`config.mk`:
```
export PLATFORM = sky130hd
export DESIGN_NAME = spi_bus_arbiter
export DESIGN_NICKNAME = d
export VERILOG_FILES = /design/src/rtl/spi_bus_arbiter.sv
export SDC_FILE = /design/constraint.sdc
export NUM_CORES = 1
export LEC_CHECK = 0
export ABC_CLOCK_PERIOD_IN_PS = 2700
export BUFFER_PORTS_ARGS = -buffer_cell sky130_fd_sc_hd__clkbuf_2
export CORE_MARGIN = 10
export CORE_UTILIZATION = 34
export DETAILED_ROUTE_END_ITERATION = 10
export GPL_TIMING_DRIVEN = 0
export PLACE_DENSITY = 0.9
export SYNTH_ARGS = -nofsm -noshare
export SYNTH_HDL_FRONTEND = slang
export SYNTH_SLANG_ARGS = --single-unit
export TNS_END_PERCENT = 5
```
`constraint.sdc`:
```
create_clock -name clk_i -period 2.7 [get_ports clk_i]
set_input_delay 0.27 -clock clk_i [delete_from_list [all_inputs] [get_ports clk_i]]
set_output_delay 0.27 -clock clk_i [all_outputs]
set_load 0.01 [all_outputs]
```
`src/rtl/spi_bus_arbiter.sv`:
```
// rtl/spi_bus_arbiter.sv - round-robin Wishbone arbiter sharing one SPI SRAM controller slave
module spi_bus_arbiter #(
   parameter int NUM_MASTERS = 2,
   parameter int MAX_BURST   = 4
) (
   input  logic                      clk_i,
   input  logic                      rst_ni,
   input  logic [NUM_MASTERS-1:0]    m_cyc_i,
   input  logic [NUM_MASTERS-1:0]    m_stb_i,
   input  logic [NUM_MASTERS*24-1:0] m_adr_i,
   input  logic [NUM_MASTERS-1:0]    m_we_i,
   input  logic [NUM_MASTERS*8-1:0]  m_dat_i,
   output logic [NUM_MASTERS-1:0]    m_ack_o,
   output logic [NUM_MASTERS-1:0]    m_err_o,
   output logic [7:0]                m_dat_o,
   output logic                      s_cyc_o,
   output logic                      s_stb_o,
   output logic [23:0]               s_adr_o,
   output logic                      s_we_o,
   output logic [7:0]                s_dat_o,
   input  logic                      s_ack_i,
   input  logic                      s_err_i,
   input  logic [7:0]                s_dat_i,
   output logic [NUM_MASTERS-1:0]    grant_o
);
   localparam int IW = (NUM_MASTERS > 2) ? 2 : 1;
   localparam int CW = (MAX_BURST > 0) ? $clog2(MAX_BURST + 1) : 1;

   typedef enum logic {IDLE, OWNED} state_e;

   state_e                 state_q, state_d;
   logic [IW-1:0]          owner_q, owner_d;
   logic [IW-1:0]          last_q, last_d;
   logic [CW-1:0]          cnt_q, cnt_d;
   logic [IW-1:0]          pick_idx;
   logic                   pick_found;
   logic [NUM_MASTERS-1:0] owner_oh;
   logic                   others_wait;
   logic                   burst_done;
   logic                   cnt_sat;

   always_ff @(posedge clk_i) begin
      if (!rst_ni) begin
         state_q <= IDLE;
         owner_q <= '0;
         last_q  <= IW'(NUM_MASTERS - 1);
         cnt_q   <= '0;
      end else begin
         state_q <= state_d;
         owner_q <= owner_d;
         last_q  <= last_d;
         cnt_q   <= cnt_d;
      end
   end

   // Round-robin search starting just after the previous owner.
   always_comb begin
      logic [IW-1:0] cand;
      pick_found = 1'b0;
      pick_idx   = '0;
      cand       = '0;
      for (int k = 1; k <= NUM_MASTERS; k++) begin
         cand = IW'((int'(last_q) + k) % NUM_MASTERS);
         if (!pick_found && m_cyc_i[cand]) begin
            pick_found = 1'b1;
            pick_idx   = cand;
         end
      end
   end

   assign owner_oh    = {{(NUM_MASTERS-1){1'b0}}, 1'b1} << owner_q;
   assign others_wait = |(m_cyc_i & ~owner_oh);
   assign burst_done  = (MAX_BURST != 0) && ((int'(cnt_q) + 1) >= MAX_BURST);
   assign cnt_sat     = (MAX_BURST == 0) || (int'(cnt_q) >= MAX_BURST);

   always_comb begin
      state_d = state_q;
      owner_d = owner_q;
      last_d  = last_q;
      cnt_d   = cnt_q;
      grant_o = '0;
      m_ack_o = '0;
      m_err_o = '0;
      m_dat_o = s_dat_i;
      s_cyc_o = 1'b0;
      s_stb_o = 1'b0;
      s_adr_o = '0;
      s_we_o  = 1'b0;
      s_dat_o = '0;
      case (state_q)
         IDLE: begin
            if (pick_found) begin
               state_d = OWNED;
               owner_d = pick_idx;
               cnt_d   = '0;
            end
         end
         OWNED: begin
            grant_o = owner_oh;
            s_cyc_o = m_cyc_i[owner_q];
            s_stb_o = m_stb_i[owner_q];
            s_we_o  = m_we_i[owner_q];
            s_adr_o = m_adr_i[int'(owner_q)*24 +: 24];
            s_dat_o = m_dat_i[int'(owner_q)*8 +: 8];
            m_ack_o = s_ack_i ? owner_oh : '0;
            m_err_o = s_err_i ? owner_oh : '0;
            // Every release goes through IDLE so the controller sees chip select drop.
            if (!m_cyc_i[owner_q]) begin
               state_d = IDLE;
               last_d  = owner_q;
            end else if (s_ack_i && burst_done && others_wait) begin
               state_d = IDLE;
               last_d  = owner_q;
            end else if ((s_ack_i || s_err_i) && !cnt_sat) begin
               cnt_d = cnt_q + CW'(1);
            end
         end
      endcase
   end
endmodule
```
==> metrics, run 1 <==
status=completed; commonest non-fill, non-tap cells in the layout=clkbuf_2 (122), nor2_1 (38), mux2i_1 (37); Setup crit start kind=flip-flop; Routed WL=4.65 mm; Clock power frac=0.189; ANT cells=0; Initial DRC Count=47; Layout Skew=2.87 ps; post-route ant nets=0; Post-Synth Adder-Cell Area=0.0129; flops & latches, synth=6; CTS max path bufs=2; Flop pwr share=0.223; H-tree levels=1; syn_nets=213; Via Count=1374; number of max-cap violations=0; Synth Instances=130; hold crit path type=in2reg; drt pass-1 iters=4; setup bufs post-CTS=0; Comb pwr share=0.588; RR Endpoint=cnt_q[2]; CP Capture Type=primary output; Compound-Gate Fraction of Synth Area=0.101; Final Hold Fails=0; # DRC=0; GRT overflow=0; CTS Hold Bufs=0; mux cell area share after synthesis=0.382; CTS tree=yes; Slew Limit Headroom=0.731; Nets=340; syn avg cell area=7.46 sq um; die width=73.4 microns; VDD IR max=0.000198 V; R2R depth=5; Critical R2R Launch=cnt_q[0]; worst-skew pair later-pin latency=250 ps; Die H=73.4 microns; sw frac=0.377; largest net degree at the start of global routing=11; Port Buffer Count=122; Hold Path Origin=rst_ni; final instance area=1640 sq um; Clk pin slew, worst setup/hold paths=40 ps; Std-Cell Rows=19; clk root buf=clkbuf_4; core area=2730 sq um; largest family of logic cells by synthesized area=multiplexers; HPWL Detailed=4.23 mm; share of layout cells above drive strength 1=0.561; number of global-route vias before repair=1436; Layout area overhead=69.3%; Mapped Area=970 sq um; post-synth cell types=26; Setup violations, final=0; Sw Pwr=163 uW; sequential-to-total area share from yosys stat=0.124; fmax=510 MHz; Worst Path Required=2430 ps; initial antenna violation count=0; Tmin final=1960 ps; setup slack, reg-to-reg=1150 ps; All-Layer GR Usage=0.153; xor/xnor cell area share of the yosys netlist=0; Worst Path Max Fanout=10; setup_tns=0 ps; Via density=4.80; Pwr per Cell Area=264 nW/um^2; die footprint=5390 sq um; gpl congestion=0.794; Tightest Pin Transition=392 ps; Num Clock Sinks=6; internal power=270 uW; Num CTS Buffers=3; hold depth=2; simple-gate share of the synthesized area=0.259; post-cts sizing count=0; CP Class=reg2out; Tcrit/Tclk final=0.726; leak pwr=0.000922 uW; most common cell after layout, fill and taps aside=clkbuf_2; RSZ-0062 raised after global routing=false; I/O pin cnt=131; initial core utilization=0.355; Ys Warns=0; Hold Crit Endpoint=last_q; first-pass GRT wire length=6.78 mm; Slew Limit Fails=0; Crit path arrival time=1690 ps; routed len/inst=16.3 microns; placed inst area=1620 sq um
## per-stage QoR
| stage | utilization | total power, uW | hold slack, ps | worst slack (ps) | instances |
|---|---|---|---|---|---|
| final | 0.600 | 433 | 271 | 739 | 286 |
| after global routing | 0.600 | 467 | 278 | 583 | 286 |
| after CTS | 0.600 | 438 | 276 | 702 | 286 |
| after detailed placement | 0.592 | 355 | 479 | 956 | 283 |
| after global placement | 0.592 | 347 | 465 | 1000 | 283 |
| after floorplan | - | 235 | 349 | 1220 | 130 |
## registers in the layout, indices dropped and copies added, names as in the netlist
register  count
cnt_q         3
last_q        1
owner_q       1
state_q       1
## critical path, cell delays in order (launching register included)
cell and delay [ps]:
dfxtp_1 360, inv_2 80, clkbuf_1 350, clkbuf_1 400, nor2_1 100, clkbuf_2 150
## Yosys cell counts, drive strengths merged
cell type | n | area (sq um)
a21boi | 2 | 15.0
a21oi | 1 | 5.00
a221oi | 1 | 26.3
a32o | 1 | 10.0
and2 | 3 | 18.8
and3 | 2 | 12.5
buf | 13 | 87.6
clkbuf | 4 | 15.0
dfxtp | 6 | 120
ha | 1 | 12.5
inv | 4 | 15.0
mux2i | 37 | 370
nand2 | 6 | 22.5
nand2b | 2 | 20.0
nor2 | 38 | 143
nor3 | 1 | 16.3
nor3b | 1 | 7.51
o211ai | 1 | 7.51
o21a | 2 | 15.0
o21ai | 2 | 10.0
o221ai | 1 | 8.76
or3 | 1 | 11.3
## area by class of cell
class	instances	area, sq um
Tap cell	31	38.8
Clock buffer	3	22.5
Sequential cell	6	120
Timing Repair Buffer	122	611
Buffer	17	103
Inverter	4	15.0
Multi-Input combinational cell	103	732
Fill cell	265	1090
## cell families after synthesis
| group | count (synthesis) |
|---|---|
| AO/OA/AOI/OAI | 11 |
| adder cells (fa/ha/maj) | 1 |
| buffers and inverters | 21 |
| flip-flops | 6 |
| multiplexers | 37 |
| AND/OR/NAND/NOR | 54 |
## how the worst max path moves through the flow
stage,cells after the start,end,startpoint
floorplan,5,cnt_q[2],cnt_q[0]
global route,5,s_adr_o[1],state_q
finish,5,s_adr_o[20],state_q
detailed placement,5,s_adr_o[20],state_q
global placement,5,s_adr_o[9],state_q
CTS,5,s_adr_o[20],state_q
## power groups by stage
stage	logic, uW	clock network (uW)	registers (uW)
detailed placement	257	0	98.2
finish	255	81.8	96.6
CTS	258	83.5	96.6
global placement	249	0	98.1
global route	280	90.4	96.9
floorplan	137	0	97.3
## metal layers
metal,routed length [microns],track usage,part of all wire
met1,1670,0.152,0.36
met2,2390,0.287,0.51
met3,498,0.0485,0.11
met4,97,0.0621,0.021
met5,0,0,0
(Power assumes the default switching activity.)
==> run 2, diff against run 1 <==
- ABC_CLOCK_PERIOD_IN_PS: 2700 -> 1620
- CORE_UTILIZATION: 34 -> 28
- PLACE_DENSITY: 0.9 -> 0.8
- clock period: 2.7 -> 1.62 ns (I/O delays scaled with it)
==> metrics, run 2 (synthesis gave the netlist of run 1 again) <==
status=completed; Buf/Inv on CP=0 (-4); Layout area overhead=76.1%; CTS tree=yes; number of max-cap violations=0 (unchanged); CTS Hold Bufs=0 (unchanged); CP Class=reg2reg; Routed WL=4.33 mm (-6.9%); Via Count=1345 (-2.1%); share of layout cells above drive strength 1=0.591 (+0.0298); die footprint=6220 sq um (+15%); Worst Path Required=1750 ps (-680 ps); largest net degree at the start of global routing=12 (+1); Slew Limit Headroom=0.743 (+0.0113); Worst Path Max Fanout=4 (-6); Flop pwr share=0.220 (-0.003); RSZ-0062 raised after global routing=false; Slew Limit Fails=0 (unchanged); Layout Skew=1.87 ps (-1.00 ps); Num Clock Sinks=6 (unchanged); fmax=658 MHz; first-pass GRT wire length=6.58 mm (-3.1%); H-tree levels=1 (unchanged); number of global-route vias before repair=1474 (+2.6%); Pwr per Cell Area=432 nW/um^2 (+64%); Crit path max-delay family=compound AO/OA/AOI/OAI gates; Crit path arrival time=1650 ps (-40 ps); Setup crit start kind=flip-flop; commonest non-fill, non-tap cells in the layout=clkbuf_2 (125), nor2_1 (38), mux2i_1 (36); initial core utilization=0.291 (-0.0641); placed inst area=1640 sq um (+1.2%); Port Buffer Count=122 (unchanged); most common cell after layout, fill and taps aside=clkbuf_2; Std-Cell Rows=21 (+2); final instance area=1710 sq um (+4.0%); Reg area=123 sq um (+2.1%); initial antenna violation count=0 (unchanged); setup_tns=0 ps (unchanged); drt pass-1 iters=4 (unchanged); I/O pin cnt=131 (unchanged); CP Capture Type=flip-flop; Clock power frac=0.186 (-0.003); hold crit path type=in2reg; Initial DRC Count=13 (-72%); HPWL Detailed=3.88 mm (-8.3%); ANT cells=0 (unchanged); critical path cell sequence=ha_1 > and2_4 > a221oi_4 > nor3_4 > a32o_1; setup bufs post-CTS=0 (unchanged); core area=3340 sq um (+22%); Setup violations, final=0 (unchanged); routed len/inst=14.4 microns (-11%); VDD IR max=0.000186 V (-5.6%); Nets=339 (-0.29%); Sw Pwr=272 uW (+67%); Max stage delay on crit path=320 ps (-80 ps); GRT overflow=0 (unchanged); All-Layer GR Usage=0.126 (-0.0269); CTS max path bufs=2 (unchanged); clk root buf=clkbuf_4; Tmin final=1520 ps; Comb pwr share=0.594 (+0.006); Num CTS Buffers=3 (unchanged); Die H=78.9 microns (+7.4%); final hold slack=183 ps (-88.6 ps); Tightest Pin Transition=375 ps (-16.5 ps); die width=78.9 microns (+7.4%); number of fill cells in the layout=355 (+34%); Slowest cell on crit path=dfxtp_1; internal power=465 uW (+72%); Tcrit/Tclk final=0.939; sw frac=0.369 (-0.00806); post-route ant nets=0 (unchanged); Clk pin slew, worst setup/hold paths=50 ps (about the same); Via density=4.48 (-6.7%); gpl congestion=0.789 (-0.63%); number of flip-flops in the largest register=3 (unchanged); multi-input gate area in the final layout=738 sq um (+0.85%); worst-skew pair later-pin latency=240 ps (about the same); leak pwr=0.000939 uW (+1.9%); # DRC=0 (unchanged); Reg with most FFs=cnt_q; Final Hold Fails=0 (unchanged)
==> run 2: cell count changes in the layout (fill, tap and decap cells not counted), moves of 2 or more <==
cell      change
buf_2         -4
clkbuf_1      -4
clkbuf_2      +3
buf_12        +2
clkbuf_4      +2
dfxtp_1       -2
dfxtp_2       +2
==> run 2: path summary, 6_finish.rpt <==
check                 from  endpoint  slack [ps]  depth (start not counted)
setup / recovery  cnt_q[0]  cnt_q[2]         100                          5
hold / removal      rst_ni    last_q         180                          2
setup reg to reg  cnt_q[0]  cnt_q[2]         100                          5
hold reg to reg   cnt_q[1]  cnt_q[1]         490                          2
==> run 2: worst reg2reg max path, cell delays in order, from the launching register on <==
cell	delay, ps
dfxtp_1	320
ha_1	230
and2_4	180
a221oi_4	320
nor3_4	90
a32o_1	270
==> run 2: what timing repair did <==
item | CTS | global route
endpoints found under the hold margin | 0 | 0
gates resized for setup | 4 | 17
endpoints found under the setup margin | 34 | 30
pin swaps | 0 | 0
==> run 2: per-stage QoR <==
stage | setup slack, ps | total power [uW] | std cells | util
final | 99.3 | 737 | 300 | 0.512
after global routing | 11.0 | 792 | 300 | 0.512
after CTS | 0.00722 | 732 | 300 | 0.500
after detailed placement | -20.5 | 589 | 298 | 0.491
after global placement | 31.5 | 579 | 298 | 0.491
after floorplan | 144 | 391 | 130 | -
==> run 2: power by group through the flow <==
| stage | Combinational (uW) | Clock [uW] | Sequential [uW] |
|---|---|---|---|
| after floorplan | 229 | 0 | 162 |
| after global placement | 416 | 0 | 163 |
| after detailed placement | 424 | 0 | 164 |
| after CTS | 430 | 142 | 161 |
| after global routing | 483 | 146 | 164 |
| final | 438 | 137 | 162 |
==> run 2: final cells by class <==
cell class | instances | area share
well taps | 46 | 0.0337
flip-flops and latches | 6 | 0.0718
clock buffers | 3 | 0.0132
multi-input cells | 103 | 0.432
inverters | 4 | 0.00879
plain buffers | 16 | 0.0828
repair buffers | 122 | 0.358
==> run 2: routing by layer <==
layer,vias to the layer above,track usage,routed length [microns]
met5,-,0,0
met1,590,0.117,1560
met3,4,0.0664,536
met2,70,0.231,2180
met4,0,0.0484,55
li1,681,-,-
==> run 3, diff against run 2 <==
- CTS_BUF_LIST: unset -> sky130_fd_sc_hd__clkbuf_16
==> metrics, run 3 (synthesis gave the netlist of run 1 again) <==
gpl congestion=0.789 (unchanged); H-tree levels=1 (unchanged); Max stage delay on crit path=320 ps (about the same); status=completed; Final Hold Fails=0 (unchanged); first-pass GRT wire length=6.60 mm (+0.32%); GRT overflow=0 (unchanged); Tmin final=1520 ps (+1.63 ps); # DRC=0 (unchanged); clk root buf=clkbuf_16; Via Count=1329 (-1.2%); I/O pin cnt=131 (unchanged); HPWL Detailed=3.88 mm (unchanged); Nets=338 (-0.29%); Via density=4.44 (-0.86%); Slowest cell on crit path=dfxtp_1; Tightest Pin Transition=375 ps (-0.106 ps); Port Buffer Count=122 (unchanged); total power=984 uW (+33%); Finished Core Util=0.518 (+0.00637); Std-Cell Rows=21 (unchanged); Slew Limit Fails=0 (unchanged); Die H=78.9 microns (unchanged); routed len/inst=14.4 microns (-0.22%); setup bufs post-CTS=0 (unchanged); CP Capture Type=flip-flop; drt pass-1 iters=4 (unchanged); placed inst area=1640 sq um (unchanged); hold crit path type=in2reg; most common cell after layout, fill and taps aside=clkbuf_2; commonest non-fill, non-tap cells in the layout=clkbuf_2 (125), nor2_1 (38), mux2i_1 (36); number of global-route vias before repair=1477 (+0.20%); share of layout cells above drive strength 1=0.581 (-0.00952); CTS tree=yes; ANT cells=0 (unchanged); Crit path arrival time=1640 ps (about the same); fmax=657 MHz (-0.11%); largest net degree at the start of global routing=12 (unchanged); Routed WL=4.31 mm (-0.55%); All-Layer GR Usage=0.126 (unchanged); Worst Path Max Fanout=4 (unchanged); post-route ant nets=0 (unchanged); critical path cell sequence=ha_1 > and2_4 > a221oi_4 > nor3_4 > a32o_1; die width=78.9 microns (unchanged); worst-skew pair later-pin latency=230 ps (about the same); Tcrit/Tclk final=0.940 (+0.00101); Setup violations, final=0 (unchanged); Worst Path Required=1730 ps (-20 ps); Setup crit start kind=flip-flop; Layout area overhead=78.3%; number of flip-flops in the largest register=3 (unchanged); Slew Limit Headroom=0.743 (about the same); Num CTS Buffers=3 (unchanged); Layout Skew=0.928 ps (-0.938 ps); Initial DRC Count=27 (+14); CTS Hold Bufs=0 (unchanged); die footprint=6220 sq um (unchanged); RSZ-0062 raised after global routing=false; initial core utilization=0.291 (unchanged); core area=3340 sq um (unchanged); final instance area=1730 sq um (+1.2%); number of fill cells in the layout=349 (-1.7%); final hold slack=199 ps (+16.5 ps); Num Clock Sinks=6 (unchanged); number of max-cap violations=0 (unchanged); initial antenna violation count=0 (unchanged); Pwr per Cell Area=569 nW/um^2 (+32%); leak pwr=0.000952 uW (+1.3%); CP Class=reg2reg; VDD IR max=0.000241 V (+29%); Reg with most FFs=cnt_q; post-cts sizing count=4 (unchanged); Clk pin slew, worst setup/hold paths=30 ps (-20 ps); CTS max path bufs=2 (unchanged)
==> run 3: cell count changes in the layout (fill, tap and decap cells not counted), sizes merged <==
cell and change:
clkbuf -1
==> run 3: final cells by class <==
class	count	area (sq um)	area share
buffer	15	113	0.0651
clock buffer	3	75.1	0.0434
inverter	4	15.0	0.00868
multi-input combinational	103	738	0.427
sequential	6	120	0.0695
tap	46	57.6	0.0333
timing repair buffer	122	611	0.353
==> run 3: worst paths after layout <==
kind                            startpoint  endpoint  slack [ps]  cells after the start
worst min-delay path                rst_ni    last_q         200                      2
worst max register to register    cnt_q[0]  cnt_q[2]         100                      5
worst max-delay path              cnt_q[0]  cnt_q[2]         100                      5
worst min register to register    cnt_q[1]  cnt_q[1]         480                      2
==> run 3: layer usage <==
layer	GRT usage	part of all wire
met5	0	0
met4	0.0484	0.013
met3	0.0631	0.12
met2	0.231	0.51
met1	0.119	0.35
==> run 3: critical path: cells and delay by family (launching register included) <==
family                   cells  cell delay (ps)
AO/OA/AOI/OAI                2              590
adder cells (fa/ha/maj)      1              230
flip-flops                   1              320
AND/OR/NAND/NOR              2              270
==> run 3: per-stage QoR <==
step / cells / setup TNS (ps) / worst slack, ps
final: 299 / 0 / 97.7
after global routing: 299 / 0 / 4.30
after CTS: 300 / 0 / 22.0
after detailed placement: 298 / -146 / -20.5
after global placement: 298 / 0 / 31.5
after floorplan: 130 / 0 / 144
==> run 3: power breakdown <==
| group | internal, uW | total [uW] | switching, uW |
|---|---|---|---|
| clock network | 316 | 396 | 79.4 |
| logic | 216 | 426 | 210 |
| registers | 156 | 162 | 5.71 |
